### src/rtl/secuenciador_memoria_corte.sv
// Sequencer that owns the 512x12 cut-program RAM: LOAD writes host words from address 0,
// RUN reads them back from 0 and streams them to the cutter over a valid/listo handshake.
module secuenciador_memoria_corte #(
    parameter int                    ADDR_WIDTH = 9,
    parameter int                    DATA_WIDTH = 12,
    parameter logic [DATA_WIDTH-1:0] END_MARK   = 12'hFFF
) (
    input  logic                  clock,
    input  logic                  reset,
    input  logic                  cargar,
    input  logic                  iniciar,
    input  logic                  abortar,
    input  logic [DATA_WIDTH-1:0] dato_carga,
    input  logic                  dato_carga_valido,
    output logic                  carga_listo,
    output logic [DATA_WIDTH-1:0] dato_salida,
    output logic                  dato_salida_valido,
    input  logic                  dato_salida_listo,
    output logic                  ocupado,
    output logic                  corte_terminado,
    output logic                  error_lleno,
    output logic                  leer_escribir_memoria,
    output logic [ADDR_WIDTH-1:0] direccion_memoria,
    output logic [DATA_WIDTH-1:0] dato_escribir_memoria,
    input  logic [DATA_WIDTH-1:0] dato_leer_memoria
);

    localparam logic [ADDR_WIDTH-1:0] LAST_ADDR = '1;

    typedef enum logic [2:0] {
        IDLE,
        LOAD,
        RD_ADDR,
        RD_CHECK,
        PRESENT
    } state_t;

    state_t                  state;
    state_t                  state_next;
    logic [ADDR_WIDTH-1:0]   wr_ptr;
    logic [ADDR_WIDTH-1:0]   wr_ptr_next;
    logic [ADDR_WIDTH-1:0]   rd_ptr;
    logic [ADDR_WIDTH-1:0]   rd_ptr_next;
    logic [DATA_WIDTH-1:0]   salida_reg;
    logic [DATA_WIDTH-1:0]   salida_next;
    logic                    error_reg;
    logic                    error_next;
    logic                    abort_active;

    always_ff @(posedge clock or posedge reset) begin
        if (reset) begin
            state      <= IDLE;
            wr_ptr     <= '0;
            rd_ptr     <= '0;
            salida_reg <= '0;
            error_reg  <= 1'b0;
        end else begin
            state      <= state_next;
            wr_ptr     <= wr_ptr_next;
            rd_ptr     <= rd_ptr_next;
            salida_reg <= salida_next;
            error_reg  <= error_next;
        end
    end

    assign abort_active = abortar && (state != IDLE);

    // Abort beats every other same-cycle event: no write, no pulse, pointers and flags frozen.
    always_comb begin
        state_next            = state;
        wr_ptr_next           = wr_ptr;
        rd_ptr_next           = rd_ptr;
        salida_next           = salida_reg;
        error_next            = error_reg;
        carga_listo           = 1'b0;
        corte_terminado       = 1'b0;
        leer_escribir_memoria = 1'b0;
        dato_escribir_memoria = '0;
        direccion_memoria     = (state == LOAD) ? wr_ptr : rd_ptr;
        dato_salida_valido    = (state == PRESENT);

        if (abort_active) begin
            state_next = IDLE;
        end else begin
            case (state)
                IDLE: begin
                    if (cargar) begin
                        state_next  = LOAD;
                        wr_ptr_next = '0;
                        error_next  = 1'b0;
                    end else if (iniciar) begin
                        state_next  = RD_ADDR;
                        rd_ptr_next = '0;
                    end
                end
                LOAD: begin
                    carga_listo = 1'b1;
                    if (dato_carga_valido) begin
                        leer_escribir_memoria = 1'b1;
                        // The last cell always ends up holding the end mark so a RUN can never overrun.
                        if (wr_ptr == LAST_ADDR && dato_carga != END_MARK) begin
                            dato_escribir_memoria = END_MARK;
                            error_next            = 1'b1;
                            state_next            = IDLE;
                        end else begin
                            dato_escribir_memoria = dato_carga;
                            if (dato_carga == END_MARK || wr_ptr == LAST_ADDR) begin
                                state_next = IDLE;
                            end
                        end
                        if (wr_ptr != LAST_ADDR) begin
                            wr_ptr_next = wr_ptr + 1'b1;
                        end
                    end
                end
                RD_ADDR: begin
                    state_next = RD_CHECK;
                end
                RD_CHECK: begin
                    if (dato_leer_memoria == END_MARK) begin
                        corte_terminado = 1'b1;
                        state_next      = IDLE;
                    end else begin
                        salida_next = dato_leer_memoria;
                        state_next  = PRESENT;
                    end
                end
                PRESENT: begin
                    if (dato_salida_listo) begin
                        if (rd_ptr == LAST_ADDR) begin
                            corte_terminado = 1'b1;
                            state_next      = IDLE;
                        end else begin
                            rd_ptr_next = rd_ptr + 1'b1;
                            state_next  = RD_ADDR;
                        end
                    end
                end
                default: begin
                    state_next = IDLE;
                end
            endcase
        end
    end

    assign ocupado     = (state != IDLE);
    assign dato_salida = salida_reg;
    assign error_lleno = error_reg;

endmodule
### config.mk
export PLATFORM = sky130hd
export DESIGN_NAME = secuenciador_memoria_corte
export DESIGN_NICKNAME = d
export VERILOG_FILES = /design/src/rtl/secuenciador_memoria_corte.sv
export SDC_FILE = /design/constraint.sdc
export NUM_CORES = 1
export LEC_CHECK = 0
export BUFFER_PORTS_ARGS = -buffer_cell sky130_fd_sc_hd__buf_2
export CAP_MARGIN = 20
export CORE_MARGIN = 4
export CORE_UTILIZATION = 54
export DETAILED_ROUTE_END_ITERATION = 7
export PLACE_DENSITY = 0.86
export SLEW_MARGIN = 40
export SYNTH_ARGS = -nofsm -noshare
export SYNTH_HDL_FRONTEND = slang
export SYNTH_SLANG_ARGS = --single-unit
### constraint.sdc
create_clock -name clock -period 5.56 [get_ports clock]
set_input_delay 0.834 -clock clock [delete_from_list [all_inputs] [get_ports clock]]
set_output_delay 0.834 -clock clock [all_outputs]
set_load 0.01 [all_outputs]
# Word level (Yosys, flattened, before mapping)
# Index checks and enable logic that the tools add are counted.
# classes
n_addsub,2
eq_ne,22
n_mux,38
bitwise_logic,2
n_reduce_logical,12
# op_table
operator,n
9-bit two-way mux,8
12-bit two-way mux,4
9-bit case mux with 2 select lines,2
12-bit == test (second input constant),2
3-bit two-way mux,8
9-bit by 1-bit adder with 9-bit output (second input constant),2
9-bit == test (second input constant),2
3-bit case mux with 5 select lines,1
1-bit two-way mux,12
12-bit inequality test (second input constant),1
2-bit inequality test (second input constant),5
5-bit AND reduction,2
9-bit inequality test (second input constant),1
3-bit by 2-bit == test with 1-bit output (second input constant),2
2-bit by 1-bit inequality test with 1-bit output (second input constant),3
6-bit AND reduction,1
4-bit by 2-bit inequality test with 1-bit output (second input constant),1
4-bit inequality test (second input constant),1
1-bit case mux with 2 select lines,2
4-bit AND reduction,1
2-bit nonzero test,2
3-bit by 1-bit == test with 1-bit output (second input constant),1
3-bit == test (second input constant),1
3-bit zero test,1
8 further kinds,10
# totals
register_bits,34
output_inout_bits,39
word_cells,81

# Depth between registers and ports, before layout
# Gate-level depths: netlist of the first run.
# depth
word_depth,7
mapped_depth,9
ltp_nobuf,8

# Worst setup path before layout of the first run
# No wires, ideal clock.
# synth_path
path_type,in2out
startpoint,input port abortar
endpoint,output port dato_escribir_memoria[10]
arrival_ns,1.822
setup_slack_ns,2.904
path_stages,4
path_buffers,1
cell_sequence,nor4b_2 > nand2_1 > clkbuf_1 > nor2_1
# synth_via
elab_chain_len,2
# synth_lines
element,line_no,text
"start, declared",12,"input logic abortar,"
1-bit logical AND,66,assign abort_active = abortar && (state != IDLE);
12-bit two-way mux,82,if (abort_active) begin
"end, declared",24,"output logic [DATA_WIDTH-1:0] dato_escribir_memoria,"
# Every way passes these cells.

# Worst setup path in the final report of the first run
# layout_path
startpoint,register state[1]
endpoint,output port direccion_memoria[3]
# layout_via
elab_chain_len,2
# layout_lines
element,line_no,text
"start, declared",38,state_t state;
"start signal, assigned",58,state <= state_next;
3-bit by 1-bit == test with 1-bit output,79,direccion_memoria = (state == LOAD) ? wr_ptr : rd_ptr;
9-bit two-way mux,79,
"end, declared",23,"output logic [ADDR_WIDTH-1:0] direccion_memoria,"
# Every way passes these cells.

==> impl_metrics.csv, run 1 <==
group,metric,value,unit
outcome,status,"finished clean",
timing,period_share,0.548,
routing,vias,1791,
final_layout,stdcell_count,321,
routing,route.detailed.drc,0,
clocking,path_clk_slew,0.07,ns
clocking,post_cts.repair.setup_buffers,0,
grt,overflow,0,
setup_path,arrival,2.21,ns
grt,grt_pass1_vias,1698,
worst_hold_path,hold_path_depth,1,
power,finalPower,893,uW
placed_design,io_buffers,69,
final_layout,flow.area_growth_from_synthesis,22.2,%
timing,finClkSkew,0.00540,ns
final_layout,n_antenna_cell,0,
timing,min_period,3.05,ns
clocking,clk-insertion-delay-late,0.28,ns
power,vdd_ir_drop_max,0.000179,V
timing,slew-limit-headroom,0.578,
worst_hold_path,hold_class,"register to register",
routing,wl,4810,microns
timing,rsz0062_at_grt,"false",
run,drv_cap,0,
routing,wl_per_cell,15.0,microns
final_layout,layout_commonest_cell,"buf_2",
setup_path,end_kind,"output port",
floorplan,die_area,4720,sq um
synthesis,synth_seq_cells,34,
setup_path,max_stage_delay,0.51,ns
clocking,numCtsBuffers,5,
routing,antenna_left,0,
floorplan,core_area,3440,sq um
synthesis,synth_warnings,0,
setup_path,crit_required,4.73,ns
routing,vias_per_cell,5.58,
timing,worst_pin_slew,0.632,ns
routing,drt_iter0_markers,157,
final_layout,fill_cells,266,
timing,tns,0,ns
floorplan,die_x,68.7,microns
setup_path,cp.depth,4,
final_layout,final_cell_mix,"69 x buf_2, 38 x nor2_1, 34 x dfrtp_1",
power,power_density,367,nW/um^2
clocking,hold_buffers,0,
setup_path,crit_fanout,11,
placed_design,globalplace.congestion,0.790,
setup_path,critPathBufInv,1,
setup_path,cp_cell_sequence,"nor2_1 -> and2_1 -> mux2_2 -> buf_2",
clocking,cts_root_buffer,"clkbuf_8",
timing,setup_viol,0,
clocking,htree_levels,2,
setup_path,reg2reg_depth,7,
final_layout,drive_above_1_share,0.338,
synthesis,syn_nets,245,
timing,fin_hold_ws,0.491,ns
grt,antenna_found_initial,0,
floorplan,num_rows,21,
clocking,cts.repair.resized,0,
grt,grt_start_max_net_pins,35,
synthesis,ys_types,44,
synthesis,avgSynthCellArea,9.49,sq um
clocking,clock_path_buffers,2,
floorplan,die_y,68.7,microns
timing,fmaxAchievable,0.328,GHz
clocking,cts_tree,"built",
placed_design,dp_hpwl,3650,microns
floorplan,ios,70,
placed_design,placed_cells,313,
floorplan,start_util,0.579,
timing,hold_viol,0,
setup_path,critPathLaunchType,"register",
timing,slew_violations,0,
clocking,clkSinkCount,34,
setup_path,cp_slowest_cell,"dfrtp_1",
synthesis,netlist_area,1990,sq um
power,p_leak,1.23,nW
synthesis,syn_inst,210,
setup_path,criticalPathCategory,"register to output port",
synthesis,ys_seq_area_frac,0.427,
setup_path,cpLargestDelayFamily,"simple AND/OR/NAND/NOR gates",
routing,drtPass1Iterations,4,
final_layout,fin_nets,309,
grt,grt_use_total,0.223,
grt,grt_pass1_wl,7780,microns
==> registers in the layout, summed over array words and instances, names as in the netlist <==
register	cells
dato_salida	12
error_lleno	1
rd_ptr	9
state	3
wr_ptr	9
==> cells in the mapped netlist (all sizes together) <==
cell type | number | area share
nor4bb | 1 | 0.0050
nor3 | 3 | 0.0075
nor2b | 1 | 0.0031
nor3b | 1 | 0.0038
nand2b | 5 | 0.016
o21ai | 16 | 0.040
a2111oi | 1 | 0.0044
or4b | 1 | 0.0050
and2 | 4 | 0.013
o2111ai | 4 | 0.018
or3b | 1 | 0.0044
a31oi | 2 | 0.0063
o21bai | 1 | 0.0038
dfrtp | 34 | 0.43
o211ai | 2 | 0.0075
nand4b | 1 | 0.0044
buf | 7 | 0.028
ha | 4 | 0.025
mux2i | 1 | 0.0050
o22ai | 1 | 0.0031
and4bb | 1 | 0.0063
mux2 | 21 | 0.12
or3 | 2 | 0.0088
nor2 | 38 | 0.072
nand3 | 3 | 0.0075
nand4 | 6 | 0.019
o31ai | 4 | 0.015
inv | 3 | 0.0057
clkbuf | 6 | 0.011
xor2 | 6 | 0.026
nand2 | 16 | 0.030
a2bb2oi | 1 | 0.0044
o21a | 1 | 0.0038
o32a | 1 | 0.0050
nor4b | 1 | 0.0075
and4 | 2 | 0.0088
a21oi | 3 | 0.0075
and3 | 4 | 0.013
==> final timing paths <==
check / start / to / slack [ns]
hold / removal: dato_salida[6] / dato_salida[6] / 0.49
hold reg to reg: dato_salida[6] / dato_salida[6] / 0.49
setup reg to reg: wr_ptr[1] / wr_ptr[0] / 2.99
max in group asynchronous: reset / dato_salida[4] / 4.62
min in group asynchronous: reset / rd_ptr[0] / 0.64
setup / recovery: state[1] / direccion_memoria[3] / 2.51
==> kinds of logic after synthesis <==
logic type      count (synthesis)  synth area share
simple gates                   91             0.234
compound gates                 37             0.119
flops                          34             0.427
mux                            22             0.124
buf+inv                        16            0.0452
xor+xnor                        6            0.0264
fa+ha+maj                       4            0.0251
==> power by group <==
part | internal, mW | switching, mW | total, mW | leakage (nW)
clock | 0.125 | 0.0842 | 0.209 | 0.0575
combinational | 0.143 | 0.168 | 0.311 | 0.727
sequential | 0.312 | 0.0616 | 0.373 | 0.446
==> metrics by stage <==
step | utilization | worst slack [ns] | cell area [sq um]
6_report | 0.707 | 2.51 | 2430
2_1_floorplan | - | 2.90 | 1990
3_3_place_gp | 0.675 | 2.85 | 2320
4_1_cts | 0.707 | 2.55 | 2430
5_1_grt | 0.707 | 2.40 | 2430
3_5_place_dp | 0.675 | 2.82 | 2320
==> routing by layer <==
| metal | share of wire | routed length, microns | global-route usage | up-vias |
|---|---|---|---|---|
| met3 | 0.060 | 291 | 0.0616 | 6 |
| met5 | 0 | 0 | 0 | - |
| li1 | - | - | - | 875 |
| met2 | 0.50 | 2420 | 0.371 | 54 |
| met4 | 0.019 | 93 | 0.0925 | 0 |
| met1 | 0.42 | 2010 | 0.273 | 856 |
==> area by class of cell <==
class                   instances  area [sq um]  area share
repair buffers                 70           353       0.145
well taps                      46          57.6      0.0237
multi-input cells             160          1050       0.432
clock buffers                   8           110      0.0452
flip-flops and latches         34           851       0.350
inverters                       3          11.3     0.00463
Note: power is estimated with default switching activity, not from simulation.
==> run 2: changes to the inputs <==
- ABC_AREA: not set -> 1
- CORE_UTILIZATION: 54 -> 52
- PLACE_DENSITY: 0.86 -> 0.81
- clock period: 5.56 -> 3.2 ns (I/O delays scaled with it)
==> run 2 against run 1 <==
Effect of this change: global-route usage decreased by 1.4 points; die area is 17% higher; synthesized cell count is 53% higher; worst hold slack worse by 0.28 ns; clock power increased by 61%; non-clock buffer count unchanged; combinational power rose by 140%; power rose by 86%; final cell count increased by 38%; setup slack got worse by 2.0 ns; critical path depth up 5; design area up 13%; critical endpoint is now dato_escribir_memoria[7].
==> impl_metrics.csv, run 2 <==
group,metric,value,unit
outcome,status,"finished clean",
run,drv_cap,0,
power,vdd_ir_drop_max,0.000267,V
synthesis,synth_top_cell_area_share,0.370,
clocking,post_cts.repair.setup_buffers,0,
setup_path,cp_cell_sequence,"ha_1 -> nand2_1 -> nor4_1 -> ha_1 -> nand2_1 -> inv_1 -> nor2_1 -> nor2_1 -> buf_2",
clocking,numCtsBuffers,5,
timing,slew-limit-headroom,0.533,
synthesis,yosys-top-cells-count,"103 x nand2_1, 39 x nor2_1, 35 x inv_1",
worst_hold_path,hold_class,"primary input to asynchronous set/reset pin",
setup_path,critPathLaunchType,"register",
synthesis,synth-main-ff-cell,"dfrtp_1",
grt,antenna_found_initial,0,
final_layout,final_area,2750,sq um
grt,busiest_layer,"met2",
clocking,path_clk_slew,0.08,ns
timing,worst_pin_slew,0.697,ns
setup_path,arrival,2.22,ns
power,finalPower,1.67,mW
routing,drt_iter0_markers,113,
synthesis,synthArstFlopShare,1.00,
timing,rsz0062_at_grt,"false",
setup_path,crit_required,2.72,ns
setup_path,crit_fanout,13,
timing,fmaxAchievable,0.371,GHz
setup_path,cp_slowest_cell,"dfrtp_1",
clocking,clkSinkCount,34,
synthesis,yosysMostFrequentCell,"nand2_1",
timing,hold_viol,0,
synthesis,synth_seq_cells,34,
timing,slew_violations,0,
grt,grt.met2_usage,0.357,
synthesis,synth_edf_count,0,
clocking,cts_tree,"built",
clocking,clock_path_buffers,2,
clocking,hold_buffers,0,
floorplan,die_y,74.5,microns
routing,wl_per_cell,12.0,microns
timing,period_share,0.843,
clocking,cts_root_buffer,"clkbuf_8",
placed_design,globalplace.congestion,0.793,
grt,grt_use_total,0.209,
grt,grt_pass1_wl,9190,microns
routing,vias,2244,
power,power_density,607,nW/um^2
routing,route.detailed.drc,0,
clocking,clk-insertion-delay-late,0.29,ns
final_layout,drive_above_1_share,0.298,
synthesis,ys_seq_area_frac,0.370,
timing,setup_ws,0.504,ns
floorplan,num_rows,23,
synthesis,syn_nets,357,
final_layout,final_util,0.662,
floorplan,start_util,0.555,
placed_design,placed_cells,434,
timing,fin_hold_ws,0.206,ns
routing,drtPass1Iterations,4,
final_layout,largest_reg_flops,12,
timing,setup_viol,0,
final_layout,stdcell_count,442,
placed_design,place_area,2650,sq um
grt,grt_pass1_vias,2087,
final_layout,flow.area_growth_from_synthesis,19.4,%
placed_design,dp_hpwl,4010,microns
synthesis,netlist_area,2300,sq um
clocking,cts.repair.resized,0,
setup_path,max_stage_delay,0.44,ns
setup_path,end_kind,"output port",
timing,finClkSkew,0.00888,ns
synthesis,avgSynthCellArea,7.14,sq um
final_layout,fin_nets,426,
floorplan,die_area,5550,sq um
placed_design,place_ws,0.851,ns
timing,min_period,2.70,ns
power,p_leak,1.53,nW
synthesis,post-synth-top-area-cell,"dfrtp_1",
floorplan,core_area,4140,sq um
clocking,htree_levels,2,
synthesis,syn_inst,322,
placed_design,io_buffers,69,
synthesis,synth_warnings,0,
final_layout,layout_commonest_cell,"nand2_1",
routing,vias_per_cell,5.08,
setup_path,criticalPathCategory,"register to output port",
timing,tns,0,ns
final_layout,final_cell_mix,"103 x nand2_1, 69 x buf_2, 39 x nor2_1",
grt,overflow,0,
synthesis,ys_types,29,
floorplan,die_x,74.5,microns
routing,wl,5300,microns
floorplan,ios,70,
final_layout,n_antenna_cell,0,
grt,met1_usage,0.272,
setup_path,reg2reg_depth,9,
synthesis,synthTopCellsByArea,"dfrtp_1 37%, nand2_1 17%, nor2_1 6.4%",
grt,grt_start_max_net_pins,20,
routing,antenna_left,0,
grt,use_met3,0.0486,
run 2: cell types whose count changed after synthesis, moves of 8 or more:
cell     previous run  this run
o21ai_2             0        15
inv_1               3        35
mux2_2             12         0
nand3_1             3        24
nand2_4             0         8
mux2_1              9         0
nand2_1            16       103
run 2: critical path, delay by kind of cell (launching register included):
| kind | cells | cell delay (ns) |
|---|---|---|
| buf+inv | 2 | 0.40 |
| simple gates | 5 | 0.54 |
| flops | 1 | 0.44 |
| fa+ha+maj | 2 | 0.54 |
run 2: cells by family (layout without fill, tap and decap cells):
group | after synthesis | count (layout) | synth area share
AOI/OAI and AO/OA | 33 | 33 | 0.0974
xor gates and xnor gates | 5 | 5 | 0.0191
adders and majority gates | 4 | 4 | 0.0218
buffers and inverters | 49 | 119 | 0.0947
DFF | 34 | 34 | 0.370
and+or+nand+nor | 197 | 197 | 0.397
run 2: where the power goes:
| group | internal, mW | switching, mW |
|---|---|---|
| combinational | 0.246 | 0.486 |
| clock | 0.173 | 0.163 |
| sequential | 0.526 | 0.0709 |
| total | 0.945 | 0.720 |
run 2: path summary, 6_finish.rpt:
kind | slack [ns] | startpoint | endpoint
max reg2reg | 1.21 | wr_ptr[0] | wr_ptr[5]
min in group clock | 0.46 | dato_leer_memoria[11] | dato_salida[11]
max | 0.50 | wr_ptr[0] | dato_escribir_memoria[7]
max in group asynchronous | 2.38 | reset | error_lleno
min reg2reg | 0.47 | dato_salida[4] | dato_salida[4]
min | 0.21 | reset | rd_ptr[0]
run 2: layout make-up:
cell class	instances	area (sq um)
fillers	373	1400
multi-input cells	239	1230
flip-flops and latches	34	851
repair buffers	70	353
inverters	41	154
clock buffers	6	82.6
well taps	50	62.6
clock inverters	2	12.5
run 2: per-layer routing:
metal,routed length [microns],vias up
li1,-,1153
met1,2360,1015
met2,2510,72
met3,407,4
met4,27,0
met5,0,-
==> run 3: changes to the inputs <==
- ABC_AREA: 1 -> 0
- CORE_UTILIZATION: 52 -> 50
- PLACE_DENSITY: 0.81 -> 0.8
- clock period: 3.2 -> 2.6 ns (I/O delays scaled with it)
==> run 3 against run 2 <==
Effect of this change: setup slack worse by 0.34 ns; register-to-register slack worse by 0.79 ns; combinational power down 9.8%; final cell count down 27%; non-clock buffer count up 1; sequential cell count unchanged; global-route usage down 2.3 points; wire length down 15%; core utilization down 1.7 points; critical path depth down 5; power up 8.7%; first-iteration DRC count down 14%; largest cell class unchanged; highest routed layer unchanged.
==> impl_metrics.csv, run 3 (synthesized netlist as in run 1, its figures left out) <==
group,metric,value,unit
outcome,status,"finished clean",
routing,drt_iter0_markers,97,
run,drv_cap,0,
routing,wl,4520,microns
timing,finClkSkew,0.00729,ns
routing,antenna_left,0,
placed_design,io_buffers,69,
final_layout,seqCellArea,851,sq um
grt,use_met3,0.0540,
setup_path,criticalPathCategory,"register to output port",
placed_design,place_ws,0.379,ns
routing,vias,1758,
timing,setup_ws,0.167,ns
routing,wl_per_cell,14.0,microns
timing,setup_viol,0,
routing,route.detailed.drc,0,
grt,grt_start_max_net_pins,35,
final_layout,fill_cells,335,
routing,vias_per_cell,5.44,
routing,drtPass1Iterations,4,
floorplan,die_area,5060,sq um
power,p_clk_frac,0.199,
final_layout,fin_nets,310,
setup_path,reg2reg_depth,8,
grt,met1_usage,0.237,
setup_path,rr_startpoint,"rd_ptr[0]",
timing,period_share,0.936,
power,p_sw_frac,0.363,
grt,grt_pass1_vias,1677,
clocking,hold_buffers,0,
clocking,htree_levels,2,
timing,hold_viol,0,
placed_design,placed_cells,316,
placed_design,dp_hpwl,3450,microns
setup_path,crit_required,2.21,ns
setup_path,end_kind,"output port",
clocking,numCtsBuffers,5,
grt,grt.met2_usage,0.310,
final_layout,drive_above_1_share,0.342,
setup_path,critPathLaunchType,"register",
timing,tns,0,ns
clocking,cts_tree,"built",
clocking,path_clk_slew,0.07,ns
clocking,clkSinkCount,34,
clocking,clk-insertion-delay-late,0.29,ns
timing,rsz0062_at_grt,"false",
timing,slew_violations,0,
final_layout,final_cell_mix,"69 x buf_2, 37 x nor2_1, 34 x dfrtp_1",
power,switchingPower,658,uW
final_layout,layout_commonest_cell,"buf_2",
timing,min_period,2.43,ns
power,pwr-share-seq,0.436,
final_layout,stdcell_count,323,
power,power_density,750,nW/um^2
power,vdd_ir_drop_max,0.000337,V
timing,fmaxAchievable,0.411,GHz
clocking,clock_path_buffers,2,
clocking,cts_root_buffer,"clkbuf_8",
placed_design,globalplace.congestion,0.821,
grt,antenna_found_initial,0,
timing,worst_pin_slew,0.590,ns
floorplan,num_rows,22,
timing,slew-limit-headroom,0.601,
grt,busiest_layer,"met2",
grt,grt_use_total,0.186,
worst_hold_path,hold_class,"primary input to asynchronous set/reset pin",
final_layout,flow.area_growth_from_synthesis,21.2,%
floorplan,die_x,71.1,microns
floorplan,core_area,3740,sq um
final_layout,largest_reg_flops,12,
grt,grt_pass1_wl,7540,microns
power,p_leak,1.22,nW
setup_path,worstReg2RegEnd,"rd_ptr[4]",
floorplan,ios,70,
floorplan,die_y,71.1,microns
floorplan,start_util,0.532,
power,power.internal,1.15,mW
setup_path,crit_fanout,11,
power,p_comb_frac,0.365,
setup_path,arrival,2.04,ns
final_layout,n_antenna_cell,0,
final_layout,multi_input_comb_area,1050,sq um
grt,overflow,0,
setup_path,r2r_slack,0.42,ns
## run 3: per-stage QoR
| stage | utilization | instance area [sq um] | hold slack [ns] | power [mW] |
|---|---|---|---|---|
| CTS | 0.644 | 2410 | 0.200 | 1.83 |
| global placement | 0.623 | 2330 | 0.469 | 1.45 |
| global route | 0.645 | 2410 | 0.230 | 1.94 |
| floorplan | - | 1990 | 0.462 | 1.24 |
| finish | 0.645 | 2410 | 0.189 | 1.81 |
| detailed placement | 0.623 | 2330 | 0.477 | 1.47 |
## run 3: power groups by stage
stage	combinational, mW	sequential, mW	clock [mW]
finish	0.660	0.790	0.360
global route	0.731	0.814	0.395
detailed placement	0.667	0.799	0
global placement	0.658	0.792	0
CTS	0.669	0.788	0.370
floorplan	0.448	0.796	0
## run 3: final cells by class
class / instances / share of cell area
tap: 48 / 0.0249
timing repair buffer: 71 / 0.149
clock buffer: 5 / 0.0285
sequential: 34 / 0.352
multi-input combinational: 160 / 0.436
inverter: 3 / 0.00466
clock inverter: 2 / 0.00415
## run 3: repair_timing
action | in CTS | in global routing
setup endpoints to repair | 0 | 9
hold endpoints to repair | 0 | 0
setup buffers | 0 | 0
gates resized for setup | 0 | 1
## run 3: worst max-delay path by stage
stage	endpoint	start
finish	direccion_memoria[2]	state[1]
global route	direccion_memoria[8]	state[1]
CTS	direccion_memoria[6]	state[1]
detailed placement	direccion_memoria[6]	state[1]
global placement	direccion_memoria[1]	state[1]
floorplan	rd_ptr[2]	rd_ptr[0]
## run 3: per-layer routing
metal	up-vias	part of all wire
met5	-	0
met4	0	0.015
met3	7	0.062
met2	54	0.47
met1	819	0.45
li1	878	-
## run 3: worst max-delay path: stages, from the launching register on
cell and delay [ns]:
dfrtp_1 0.50, nor2_2 0.30, and2_1 0.42, mux2_2 0.39, buf_2 0.14
